**src/rtl/anode_scanner_if.sv**
```systemverilog
// anode_scanner_if
// Groups the scan-control inputs and the display-drive outputs of the
// four-digit anode scanner.
//   en          : scan enable (low freezes the scan and darkens the display)
//   blank_mask  : per-digit dark mask, bit i keeps digit i off for its slot
//   AN          : active-low anode drive, at most one bit low
//   digit_sel   : index of the current digit slot (0..3)
//   slot_tick   : one-cycle pulse in the first cycle of each new slot
// master = upstream controller, slave = the scanner itself.
interface anode_scanner_if;
  logic       en;
  logic [3:0] blank_mask;
  logic [3:0] AN;
  logic [1:0] digit_sel;
  logic       slot_tick;

  modport master (
    output en,
    output blank_mask,
    input  AN,
    input  digit_sel,
    input  slot_tick
  );

  modport slave (
    input  en,
    input  blank_mask,
    output AN,
    output digit_sel,
    output slot_tick
  );
endinterface

```
**src/rtl/anode_scanner.sv**
```systemverilog
// anode_scanner
// Time-multiplexes a four-digit seven-segment display. A prescaler divides
// the clock into digit slots of REFRESH_DIV cycles; each slot starts with
// BLANK_CYC cycles of all-anodes-off dead time to suppress ghosting.
// Ports:
//   clk    : system clock, everything changes on its rising edge
//   rst_n  : synchronous active-low reset
//   bus    : anode_scanner_if slave (en, blank_mask in; AN, digit_sel,
//            slot_tick out), all outputs registered
module anode_scanner #(
  parameter int REFRESH_DIV = 100000,
  parameter int BLANK_CYC   = 1000,
  parameter int CNT_W       = 17
) (
  input  logic            clk,
  input  logic            rst_n,
  anode_scanner_if.slave  bus
);

  localparam logic [CNT_W-1:0] CNT_LAST = CNT_W'(REFRESH_DIV - 1);
  localparam logic [CNT_W-1:0] CNT_ONE  = CNT_W'(1);

  logic [CNT_W-1:0] cnt_q, cnt_d;
  logic [1:0]       sel_q, sel_d;
  logic [3:0]       an_q, an_d;
  logic             tick_q, tick_d;
  logic             in_dead;

  // With no dead time the comparison would be constant, so it is left out
  // entirely rather than comparing an unsigned count against zero.
  generate
    if (BLANK_CYC == 0) begin : g_no_dead
      assign in_dead = 1'b0;
    end else begin : g_dead
      localparam logic [CNT_W-1:0] CNT_BLANK = CNT_W'(BLANK_CYC);
      assign in_dead = (cnt_q < CNT_BLANK);
    end
  endgenerate

  always_comb begin
    cnt_d  = cnt_q;
    sel_d  = sel_q;
    tick_d = 1'b0;
    an_d   = 4'b1111;
    if (bus.en) begin
      if (cnt_q == CNT_LAST) begin
        cnt_d  = '0;
        sel_d  = sel_q + 2'd1;  // 3 wraps naturally to 0
        tick_d = 1'b1;
      end else begin
        cnt_d = cnt_q + CNT_ONE;
      end
      // Anode decision uses the pre-edge slot state, so AN trails sel by
      // one cycle and the cathode mux is settled before the digit lights.
      if (!(in_dead || bus.blank_mask[sel_q])) begin
        an_d = ~(4'b0001 << sel_q);
      end
    end
  end

  always_ff @(posedge clk) begin
    if (!rst_n) begin
      cnt_q  <= '0;
      sel_q  <= 2'd0;
      an_q   <= 4'b1111;
      tick_q <= 1'b0;
    end else begin
      cnt_q  <= cnt_d;
      sel_q  <= sel_d;
      an_q   <= an_d;
      tick_q <= tick_d;
    end
  end

  assign bus.AN        = an_q;
  assign bus.digit_sel = sel_q;
  assign bus.slot_tick = tick_q;

endmodule

```
**src/flat_wrapper.sv**
```systemverilog
// flat-port wrapper written by rule: the top's interface ports become plain ports
module anode_scanner_flat 
#(
  parameter int REFRESH_DIV = 100000,
  parameter int BLANK_CYC   = 1000,
  parameter int CNT_W       = 17
)
  (clk, rst_n, bus_en, bus_blank_mask, bus_AN, bus_digit_sel, bus_slot_tick);
  anode_scanner_if bus_i ();
  input  logic clk;
  input  logic rst_n;
  input wire logic [$bits(bus_i.en)-1:0] bus_en;
  input wire logic [$bits(bus_i.blank_mask)-1:0] bus_blank_mask;
  output wire logic [$bits(bus_i.AN)-1:0] bus_AN;
  output wire logic [$bits(bus_i.digit_sel)-1:0] bus_digit_sel;
  output wire logic [$bits(bus_i.slot_tick)-1:0] bus_slot_tick;
  assign bus_i.en = bus_en;
  assign bus_i.blank_mask = bus_blank_mask;
  assign bus_AN = bus_i.AN;
  assign bus_digit_sel = bus_i.digit_sel;
  assign bus_slot_tick = bus_i.slot_tick;
  anode_scanner #(.REFRESH_DIV(REFRESH_DIV), .BLANK_CYC(BLANK_CYC), .CNT_W(CNT_W)) u_core (.clk(clk), .rst_n(rst_n), .bus(bus_i));
endmodule
```
**config.mk**
```make
export PLATFORM = sky130hd
export DESIGN_NAME = anode_scanner_flat
export DESIGN_NICKNAME = d
export VERILOG_FILES = /design/src/rtl/anode_scanner_if.sv /design/src/rtl/anode_scanner.sv /design/src/flat_wrapper.sv
export SDC_FILE = /design/constraint.sdc
export NUM_CORES = 1
export LEC_CHECK = 0
export BUFFER_PORTS_ARGS = -buffer_cell sky130_fd_sc_hd__buf_2
export CORE_UTILIZATION = 45
export CTS_CLUSTER_SIZE = 24
export DETAILED_ROUTE_END_ITERATION = 8
export GPL_TIMING_DRIVEN = 0
export MAX_ROUTING_LAYER = met4
export PLACE_DENSITY = 0.73
export SYNTH_ARGS = -nofsm -noshare
export SYNTH_HDL_FRONTEND = slang
export SYNTH_SLANG_ARGS = --single-unit
```
**constraint.sdc**
```tcl
create_clock -name clk -period 2 [get_ports clk]
set_clock_uncertainty 0.05 [all_clocks]
set_input_delay 0.2 -clock clk [delete_from_list [all_inputs] [get_ports clk]]
set_output_delay 0.2 -clock clk [all_outputs]
set_load 0.05 [all_outputs]
```
======== After elaboration in Yosys (flattened, before gate mapping) ========
Index checks and enable logic that the tools add are counted.
word-level totals
  register bits after elaboration ......... 24
  bits of input ports ..................... 7
  output and inout bits ................... 7
  logic and storage cells ................. 21
operators by class
  add/sub/neg operators ................... 2
  order comparisons ....................... 2
  equality and inequality tests ........... 1
  shift operators ......................... 1
  mux-type cells .......................... 4
  bitwise logic cells ..................... 3
  reduce and logical (&&, ||, !) cells .... 4
operators with widths
  cell                   number
  $add 17x1->17 const B  1
  $eq 17x17->1 const B   1
  $lt 17x10->1 const B   1
  $mux 17                1
  $not 4->4              1
  $reduce_and 2->1       2
  $shl 1x2->4 const A    1
  $lt 2x3->1 const B     1
  $reduce_or 3->1        1
  $add 2x1->2 const B    1
  $bmux 1 s2             1
  $mux 1                 2
  $not 1->1              2
  $logic_or 1x1->1       1

======== Depth between registers and ports, before layout ========
  depth after elaboration ................. 4
  gate-level depth with buffers ........... 6
  mapped depth without buffers ............ 5

======== Worst setup path before layout ========
OpenSTA, ideal clock, no wires.
  path type ............................... register to register
  from .................................... register u_core.sel_q[0], in the netlist u_core.bus.digit_sel[0]
  to ...................................... register u_core.an_q[0], in the netlist u_core.bus.AN[0]
  setup time .............................. 0.131 ns
  data arrival time ....................... 1.713 ns
  required time ........................... 1.819 ns
  path slack .............................. 0.106 ns
  cell stages (with the launch flop) ...... 4
  buffers on the path ..................... 0
  period minus slack after synthesis ...... 1.894 ns
  cells stage by stage .................... dfxtp_1 -> mux4_2 -> a311oi_1 -> nand2_1
on the way
  longest elaborated chain between the ends .. 4
  elaborated cells between the ends (all ways) .. 6
  classes of those cells .................. shift: 1; mux: 2; bitwise: 1; reduce/logical: 2
RTL lines
  what                          RTL line             text
  from (decl)                   anode_scanner.sv:24  logic [1:0] sel_q, sel_d;
  from (signal assigned)        anode_scanner.sv:69  sel_q <= sel_d;
  $bmux 1 s2                    anode_scanner.sv:55  if (!(in_dead || bus.blank_mask[sel_q])) begin
  $mux 1 (implied by the code)  anode_scanner.sv:55
  $logic_or 1x1->1              anode_scanner.sv:55
  $reduce_or 3->1 (no line)     --
  to (signal assigned)          anode_scanner.sv:70  an_q <= an_d;
  to (decl)                     anode_scanner.sv:25  logic [3:0] an_q, an_d;
Parallel ways exist; a longest one is shown, timed or not. The select of a mux whose other input is x is not followed.
A chain may end at the register's enable or synchronous reset.

======== Final worst setup path ========
  from .................................... register u_core.cnt_q[11]
  to ...................................... register u_core.cnt_q[12]
on the way
  longest elaborated chain between the ends .. 2
  elaborated cells between the ends (all ways) .. 3
  classes of those cells .................. add/sub: 1; eq/ne: 1; mux: 1
RTL lines
  what                                                  RTL line                                  text
  from (decl)                                           anode_scanner.sv:23                       logic [CNT_W-1:0] cnt_q, cnt_d;
  from (signal assigned)                                anode_scanner.sv:68                       cnt_q <= cnt_d;
  $add 17x1->17 / $eq 17x17->1 (equally long branches)  anode_scanner.sv:51, anode_scanner.sv:46
  $mux 17 *                                             anode_scanner.sv:46                       if (cnt_q == CNT_LAST) begin
Mark *: on every way between the ends. The rest lies on a longest branch, timed or not.

==> results_dict.tcl <==
set metrics [dict create \
    drt_wl_total_microns 2070 \
    maxCapViolCount 0 \
    syn-cell-area_sq_um 1140 \
    htree_num_levels 1 \
    synthMuxAreaShare_pct 1.97 \
    endpoint_kind "flop" \
    postSynthCellCount 124 \
    hpwl_microns 1540 \
    r2r_slack_ns 0.19 \
    cts_resized 0 \
    finalCritPeriodShare_pct 90.3 \
    cp-start-kind "flop" \
    drive_above_1_share_pct 19.3 \
    fp.dieH_microns 52.4 \
    synth_area_leaders "dfxtp_1 (42%), xnor2_1 (7.7%), nor2_1 (5.6%), ha_1 (5.5%), nand4_1 (4.4%)" \
    synth_nets 136 \
    drt-initial-drc-count 6 \
    slowest_delay_ns 0.40 \
    synth_top_cell_by_area "dfxtp_1" \
    diodes 0 \
    critical_path_required_ns 2.16 \
    routedWlPerCell_microns 12.3 \
    antenna_left 0 \
    setup_viol 0 \
    worstMarginPinSlew_ns 0.504 \
    num_io_pins 14 \
    reg2reg_depth 5 \
    worstHoldEndpoint "u_core.bus.digit_sel[1]" \
    synth-simple-area-share_pct 27.7 \
    hold_path_class "in2reg" \
    gr-usage-all-layers_pct 17.6 \
    synth_xor_area_share_pct 11.5 \
    synthArstFlopShare_pct 0 \
    place_inst 164 \
    total_leakage_power_nw 0.482 \
    rr_startpoint "u_core.cnt_q[11]" \
    powerDensity_nw_per_um2 670 \
    coreArea_sq_um 2300 \
    synthToLayoutAreaGrowth_pct 12.9 \
    ys_ff_latch 24 \
    synth_top_family_by_area "simple AND/OR/NAND/NOR gates" \
    worstHoldStart "rst_n" \
    crit_chain "nor4_2 > nand4b_2 > o21ai_2 > buf_4 > nor2_1" \
    grt_pass1_vias 819 \
    min_path_cells 2 \
    slew_headroom_pct 66.2 \
    r2r_end "u_core.cnt_q[12]" \
    grt_first_pass_wirelength_microns 3430 \
    vias 915 \
    nNetsFinal 153 \
    antenna_found_initial 0 \
    synthFlopType "dfxtp_1" \
    fin_cells 168 \
    gp_congestion 0.824 \
    final_common_cell "dfxtp_1" \
    post-place-ws_ns 0.236 \
    final_area_sq_um 1290 \
    cp_slowest_cell "nor4_2" \
    slew_viol_final 0 \
    synth_edf_count 0 \
    clk_pin_slew_worst_paths_ns 0.14 \
    layout_common_cells "dfxtp_1 (24), nor2_1 (17), buf_2 (13), nand2_1 (11), xnor2_1 (10)" \
    cts_num_sinks 24 \
    yosysWarnings 0 \
    syn_area_per_cell_sq_um 9.22 \
    synth-seq-area-share_pct 42.0 \
    hold_buffers 0 \
    start_util_pct 49.8 \
    synthAdderAreaFrac_pct 5.47 \
    path_max_fanout 10 \
    setup_slack_ns 0.194 \
    hold_viol_final 0 \
    power_uw 865 \
    cts_root_buf "clkbuf_4" \
    postCtsSetupBuffers 0 \
    finalCriticalPeriod_ns 1.81 \
    synth_cell_types 32 \
    num_rows 17 \
    dpl_cell_area_sq_um 1240 \
    dieArea_sq_um 2750 \
    rsz0062_at_grt "false" \
    path_class "reg2reg" \
    routed_via_density 5.45 \
    grt_max_degree 15 \
    status "complete, no violations" \
    dieWidth_microns 52.4 \
    worstPathArrival_ns 1.97 \
    vdd_drop_max_uv 424 \
    numCtsBuffers 3 \
    overflow 0 \
    cts.path.max_buffers 2 \
    clock_latency_ns 0.32 \
    yosysTopAreaCellShare_pct 42.0 \
    dr.pass1.iters 4 \
    cts_tree "done" \
    fmax_mhz 554 \
    portBuffers 12 \
    synth-compound-area-share_pct 6.56 \
    drc 0 \
    finalSetupTns_ns 0 \
]
==> worst max-delay path, delay by kind of cell, from the launching register on <==
kind / cells / cell delay, ns
buf+inv: 1 / 0.24
simple gates: 3 / 0.72
compound gates: 1 / 0.34
flops: 1 / 0.36
==> layer usage <==
| layer | vias up | share of wire, % | GRT usage (%) |
|---|---|---|---|
| met1 | 424 | 50 | 20.6 |
| li1 | 469 | - | - |
| met3 | 4 | 3.7 | 2.61 |
| met4 | 0 | 1.6 | 7.89 |
| met5 | - | 0 | - |
| met2 | 18 | 45 | 29.7 |
==> cells in the mapped netlist (3+ instances only) <==
cell type,n
nor2_1,17
nor4_1,4
dfxtp_1,24
ha_1,5
inv_1,4
a21oi_1,3
nor3_1,5
buf_4,4
nand2_1,11
xor2_1,5
nand4_1,8
xnor2_1,10
==> worst max path at each step <==
stage | from | end | slack, ns | cells after the start
final | u_core.cnt_q[11] | u_core.cnt_q[12] | 0.19 | 5
after global routing | u_core.bus.digit_sel[0] | u_core.bus.AN[3] | 0.03 | 3
after CTS | u_core.bus.digit_sel[0] | u_core.bus.AN[3] | 0.20 | 3
after global placement | u_core.cnt_q[11] | u_core.cnt_q[14] | 0.23 | 5
after floorplan | u_core.bus.digit_sel[0] | u_core.bus.AN[0] | 0.11 | 3
after detailed placement | u_core.bus.digit_sel[0] | u_core.bus.AN[3] | 0.24 | 3
==> state kept, by name, summed over array words and instances, names as in the netlist <==
signal                count
u_core.bus.digit_sel      2
u_core.bus.AN             4
u_core.bus.slot_tick      1
u_core.cnt_q             17
==> report_power, final <==
part | leakage [nW] | total (mW) | internal, mW | switching [mW]
sequential | 0.194 | 0.486 | 0.482 | 0.00382
combinational | 0.260 | 0.0305 | 0.0143 | 0.0162
clock | 0.0279 | 0.349 | 0.203 | 0.146
==> stage by stage <==
step	utilization [%]	hold WS, ns
after floorplan	-	0.267
after global placement	53.9	0.417
after detailed placement	53.9	0.428
after CTS	56.2	0.0798
after global routing	56.2	0.0851
final	56.2	0.0850
==> logic make-up after synthesis <==
family                     count (synthesis)
adders and majority gates                  5
DFF                                       24
AOI/OAI and AO/OA                         11
muxes                                      1
buffers and inverters                     10
xor gates and xnor gates                  15
and+or+nand+nor                           58
==> final cells by class <==
type | count | area, sq um
clock buffer | 3 | 22.5
inverter | 4 | 15.0
tap | 28 | 35.0
buffer | 6 | 40.0
clock inverter | 1 | 30.0
multi-input combinational | 90 | 608
sequential | 24 | 480
timing repair buffer | 12 | 60.1
fill | 217 | 1010
No activity file was read; power rests on OpenSTA's default activity.
